==> config.mk <==
export PLATFORM = sky130hd
export DESIGN_NAME = pwm_modport
export DESIGN_NICKNAME = d
export VERILOG_FILES = /design/src/rtl/pwm_pkg.sv /design/src/rtl/pwm_counter.sv /design/src/rtl/pwm_modport.sv
export SDC_FILE = /design/constraint.sdc
export NUM_CORES = 1
export LEC_CHECK = 0
export ABC_AREA = 1
export CORE_UTILIZATION = 56
export CTS_CLUSTER_SIZE = 40
export DETAILED_ROUTE_END_ITERATION = 16
export HOLD_SLACK_MARGIN = 0.02
export PLACE_DENSITY = 0.83
export SLEW_MARGIN = 20
export SYNTH_ARGS = -nofsm -noshare
export SYNTH_HDL_FRONTEND = slang
export SYNTH_HIERARCHICAL = 1
export SYNTH_SLANG_ARGS = --single-unit
==> constraint.sdc <==
create_clock -name clk -period 3.7 [get_ports clk]
set_clock_uncertainty 0.15 [all_clocks]
set_input_delay 0.74 -clock clk [delete_from_list [all_inputs] [get_ports clk]]
set_output_delay 0.74 -clock clk [all_outputs]
set_load 0.01 [all_outputs]
==> src/rtl/pwm_pkg.sv <==
// Shared types and constants for the single-channel PWM block.
// The top-level width and the counter width both default to PWM_WIDTH.
package pwm_pkg;

  localparam int PWM_WIDTH = 8;

  typedef logic [PWM_WIDTH-1:0] pwm_cnt_t;

endpackage : pwm_pkg

==> src/rtl/pwm_counter.sv <==
// Period counter for the PWM block: tracks position within the period and the run state.
// The counter wraps by comparing against the period limit, so it never overflows.
module pwm_counter
  import pwm_pkg::*;
#(
  parameter int WIDTH = PWM_WIDTH
) (
  input  logic             clk,
  input  logic             reset,
  input  logic             en,
  input  logic [WIDTH-1:0] range_val,
  output logic [WIDTH-1:0] cnt,
  output logic             running,
  output logic             tc
);

  logic [WIDTH-1:0] cnt_r;
  logic [WIDTH-1:0] cnt_s;
  logic             running_r;
  logic             running_s;
  logic             at_limit_s;

  assign at_limit_s = (cnt_r == range_val);

  // Next-state logic for the counter and run flag
  always_comb begin
    cnt_s     = cnt_r;
    running_s = running_r;
    if (!en) begin
      cnt_s     = {WIDTH{1'b0}};
      running_s = 1'b0;
    end else if (!running_r) begin
      cnt_s     = {WIDTH{1'b0}};
      running_s = 1'b1;
    end else if (at_limit_s) begin
      cnt_s     = {WIDTH{1'b0}};
      running_s = 1'b1;
    end else begin
      cnt_s     = cnt_r + {{(WIDTH-1){1'b0}}, 1'b1};
      running_s = 1'b1;
    end
  end

  // State register with synchronous reset
  always_ff @(posedge clk) begin
    if (reset) begin
      cnt_r     <= {WIDTH{1'b0}};
      running_r <= 1'b0;
    end else begin
      cnt_r     <= cnt_s;
      running_r <= running_s;
    end
  end

  assign cnt     = cnt_r;
  assign running = running_r;
  // Terminal count only means something while a period is actually running
  assign tc      = running_r && at_limit_s;

endmodule : pwm_counter

==> src/rtl/pwm_modport.sv <==
// 8-bit PWM channel: shadowed duty/period settings, period counter and output compare.
// Settings are picked up while idle or at a period boundary, so a period is never torn.
module pwm_modport
  import pwm_pkg::*;
#(
  parameter int WIDTH = PWM_WIDTH
) (
  input  logic             clk,
  input  logic             reset,
  input  logic [WIDTH-1:0] pwm_value,
  input  logic [WIDTH-1:0] pwm_range,
  input  logic             pwm_en,
  output logic             pwm_period,
  output logic             pwm_out
);

  logic [WIDTH-1:0] value_r;
  logic [WIDTH-1:0] value_s;
  logic [WIDTH-1:0] range_r;
  logic [WIDTH-1:0] range_s;
  logic [WIDTH-1:0] cnt_s;
  logic             running_s;
  logic             tc_s;

  pwm_counter #(
    .WIDTH (WIDTH)
  ) u_counter (
    .clk       (clk),
    .reset     (reset),
    .en        (pwm_en),
    .range_val (range_r),
    .cnt       (cnt_s),
    .running   (running_s),
    .tc        (tc_s)
  );

  // Shadow load: follow the inputs while idle, otherwise only at the period boundary
  always_comb begin
    value_s = value_r;
    range_s = range_r;
    if (!pwm_en) begin
      value_s = pwm_value;
      range_s = pwm_range;
    end else if (tc_s) begin
      value_s = pwm_value;
      range_s = pwm_range;
    end else begin
      value_s = value_r;
      range_s = range_r;
    end
  end

  // Shadow registers with synchronous reset
  always_ff @(posedge clk) begin
    if (reset) begin
      value_r <= {WIDTH{1'b0}};
      range_r <= {WIDTH{1'b0}};
    end else begin
      value_r <= value_s;
      range_r <= range_s;
    end
  end

  // Outputs decode registered state only, so they cannot glitch on input changes
  assign pwm_out    = running_s && (cnt_s < value_r);
  assign pwm_period = tc_s;

endmodule : pwm_modport

==> summary.md <==
| Metric | Value |
|---|---|
| Number of primary I/O pins | `21` |
| Layout Nets | `222` |
| Final Cycle Share | `80.6%` |
| Half-perimeter wire length after detailed placement | `1850 um` |
| Final Hold Vio Count | `0` |
| Distinct cell type count after synthesis | `23` |
| Arrival time worst endpoint | `2090 ps` |
| Final hold slack | `334 ps` |
| Number of buffers added on ports | `20` |
| Total area of multi-input combinational cells | `681 sq um` |
| Number of instances on the worst hold path | `2` |
| Gpl congestion | `0.828` |
| Total global routing track utilization | `22.3%` |
| Slowest-stage cell, CP | `clkdlybuf4s50_1` |
| Top cell type's share of synthesized area | `38.1%` |
| Vias per Instance | `5.01` |
| Count leader, synth | `nand2_1` |
| Global-route wire length before repair | `4260 um` |
| Aggregate negative setup slack | `0 ps` |
| Synth async-reset ratio | `0%` |
| DRC viols | `0` |
| Critical path's most frequent cell | `nor2_1` |
| CORE AREA | `2210 sq um` |
| Cells taking the most area after synthesis | `dfxtp_1 (38%), nand2_1 (13%), ha_1 (7.6%), inv_1 (7.4%), nor2_1 (6.0%)` |
| Gates resized, CTS repair | `0` |
| Pin count of the biggest net entering global routing | `25` |
| Setup repair after global routing missed its margin | `false` |
| Biggest area consumer among synthesized cells | `dfxtp_1` |
| TritonCTS sink count | `25` |
| Library cell used as clock root buffer | `clkbuf_4` |
| TritonCTS clock tree | `yes` |
| Via count of the first global-routing pass | `1054` |
| Post-CTS Setup Repair Bufs | `0` |
| Crit Path Class | `register to output pin` |
| Critical Path, Cell by Cell | `xnor2_1, nand2_1, nor2_1, nand2_2, nor2_1, clkdlybuf4s50_1` |
| Most frequent cells after synthesis | `nand2_1 (46), inv_1 (26), dfxtp_1 (25)` |
| Slowest cell delay on critical path | `590 ps` |
| Result of the run | `finished, final reports clean` |
| Top sig layer | `met4` |
| Post-Syn Nets | `200` |
| Sum of met3 wire segment lengths after detailed routing | `60 um` |
| PD cells | `325 nW/um^2` |
| GRT overflow | `0` |
| Routed metal-1 wirelength | `between 1000 and 1500 um` |
| Initial detailed-routing violation count | `15` |
| Sort of element at the start of the critical path | `register` |
| Met2 wire len | `1200 um` |
| Share of cells above drive strength 1 | `roughly 13%` |
| Clock latency on the worst-skew pair | `330 ps` |
| Wirelength per Cell | `around 11 um` |
| Filler cells | `193` |
| Post-Syn Area per Cell | `7.60 sq um` |
| Count of flip-flops with a built-in enable after synthesis | `0` |
| Prevailing post-synth register cell | `dfxtp_1` |
| Starting density of the core | `59.4%` |
| Die extent in x | `50.5 um` |
| Routed Wire Length | `2440 um` |
| Post-synthesis instance area | `1320 sq um` |
| Number of rows in the core area | `17` |
| Number of levels in the clock H-tree | `1` |
| Cell count along the critical path | `6` |
| Yosys warns | `6` |
| Type of destination of the critical path | `output pin` |
| Die Footprint | `2550 sq um` |
| Overall via count from detail_route | `1113` |
| Clock-pin slew reported for the worst setup and hold paths after clock tree synthesis | `140 ps` |
| Maximum number of buffers from clock root to sink | `2` |
| Setup Viol. Count Final | `0` |
| Cell count after synthesis | `173` |
| P_leak | `0.644 nW` |
| Total clock buffers created by CTS | `3` |
| Maximum net fanout on the critical path | `6` |
| Count of maximum capacitance violations | `0` |
| Die extent in y | `50.5 um` |
| Hold WC Path Type | `register to register` |
| Data required time of the worst path | `2810 ps` |
| Number of antenna violations at the first check in global routing | `0` |
| Fin. max-slew vios | `0` |
| Total of hold buffers inserted after clock tree synthesis | `0` |
| Number of cell instances on the worst register-to-register path | `11` |
| Count of TritonRoute iterations in the first routing pass | `4` |
| Max-slew headroom | `between 50% and 60%` |
| Worst-case vdd ir drop | `approximately 0.00026 V` |
| Sequential element share of the synthesized area | `a little under two fifths` |
| Fmax | `335 MHz` |
| Shortest clock period the worst path allows after layout | `2980 ps` |
| Antenna diode count | `0` |
| Family with the most delay on the worst path | `buffers and inverters` |
| Number of synthesized register bits | `25` |
| Area grow syn2layout | `18.1%` |
| Post-route antenna net violation count | `0` |
| Slew of the pin with the lowest slew margin | `604 ps` |
| Buf+Inv Stages, Crit Path | `1` |
| Area taken by flip-flops and latches | `500 sq um` |
worst reg2reg max path: stages (launching register included):
cell	delay, ps
dfxtp_1	470
inv_1	100
nand2_1	70
nand2_1	50
nand2_1	70
nor2_1	50
nand2_2	90
nor2_1	90
nor2_4	500
inv_2	190
nand2_1	110
a21oi_1	60
cell families (layout without fill, tap and decap cells):
kind of cell    Yosys count  after routing  synth area share (%)
compound gates           21             21                  12.8
xor+xnor                  8              8                  5.33
fa+ha+maj                 8              8                  7.61
buf+inv                  31             52                  10.2
flops                    25             25                  38.1
simple gates             80             80                  26.0
path summary, 6_finish.rpt:
check                                   start                       to  slack, ps
setup / recovery  u_counter/cnt[2]$_SDFF_PP0_               pwm_period        720
hold / removal        value_r[7]$_SDFFE_PP0P_  value_r[7]$_SDFFE_PP0P_        330
setup reg to reg  u_counter/cnt[5]$_SDFF_PP0_  range_r[5]$_SDFFE_PP0P_       1610
hold reg to reg       value_r[7]$_SDFFE_PP0P_  value_r[7]$_SDFFE_PP0P_        330
where the power goes:
group | switching, mW | leakage (nW) | total [mW] | internal (mW)
clock | 0.0870 | 0.0177 | 0.128 | 0.0406
sequential | 0.00707 | 0.205 | 0.290 | 0.283
combinational | 0.0454 | 0.421 | 0.0877 | 0.0423
placed cells by master (no fill, tap or decap):
| cell | n |
|---|---|
| nand2_1 | 46 |
| inv_1 | 26 |
| dfxtp_1 | 25 |
| nor2_1 | 21 |
| clkdlybuf4s50_1 | 20 |
| ha_1 | 8 |
| a21oi_2 | 7 |
| a21oi_1 | 6 |
| xnor2_1 | 5 |
| nand2_2 | 4 |
| a211oi_2 | 4 |
| a211oi_1 | 3 |
| clkbuf_4 | 3 |
| nand3_1 | 3 |
| xor2_1 | 3 |
| o21ai_0 | 1 |
| nor2_4 | 1 |
| inv_2 | 1 |
| clkinv_2 | 1 |
| buf_4 | 1 |
| nor3_1 | 1 |
| nand2_4 | 1 |
| nand3_2 | 1 |
| nor2_2 | 1 |
| nand4_1 | 1 |
layer usage:
| metal | vias to the layer above | global-route usage, % |
|---|---|---|
| met5 | - | 0 |
| met4 | 0 | 13.0 |
| met3 | 4 | 3.03 |
| met2 | 20 | 40.4 |
| li1 | 575 | - |
| met1 | 514 | 24.3 |
stage by stage:
step	power [mW]	setup WS, ps	cell area [sq um]	util [%]	instances
6_report	0.505	718	1550	70.2	222
5_1_grt	0.532	613	1550	70.2	222
4_1_cts	0.508	723	1550	70.2	222
3_5_place_dp	0.384	1110	1530	68.9	218
3_3_place_gp	0.380	1200	1530	68.9	218
2_1_floorplan	0.353	1740	1320	-	173
area by class of cell:
type,instances,share of cell area (%)
well taps,28,2.26
inverters,27,6.53
multi-input cells,117,43.8
flip-flops and latches,25,32.2
clock buffers,3,1.45
repair buffers,21,13.4
clock inverters,1,0.322
registers in the layout, summed over array words and instances (netlist names):
register and cells:
range_r 8, u_counter/cnt 8, u_counter/running 1, value_r 8
Power figures use the tool's default switching activity.
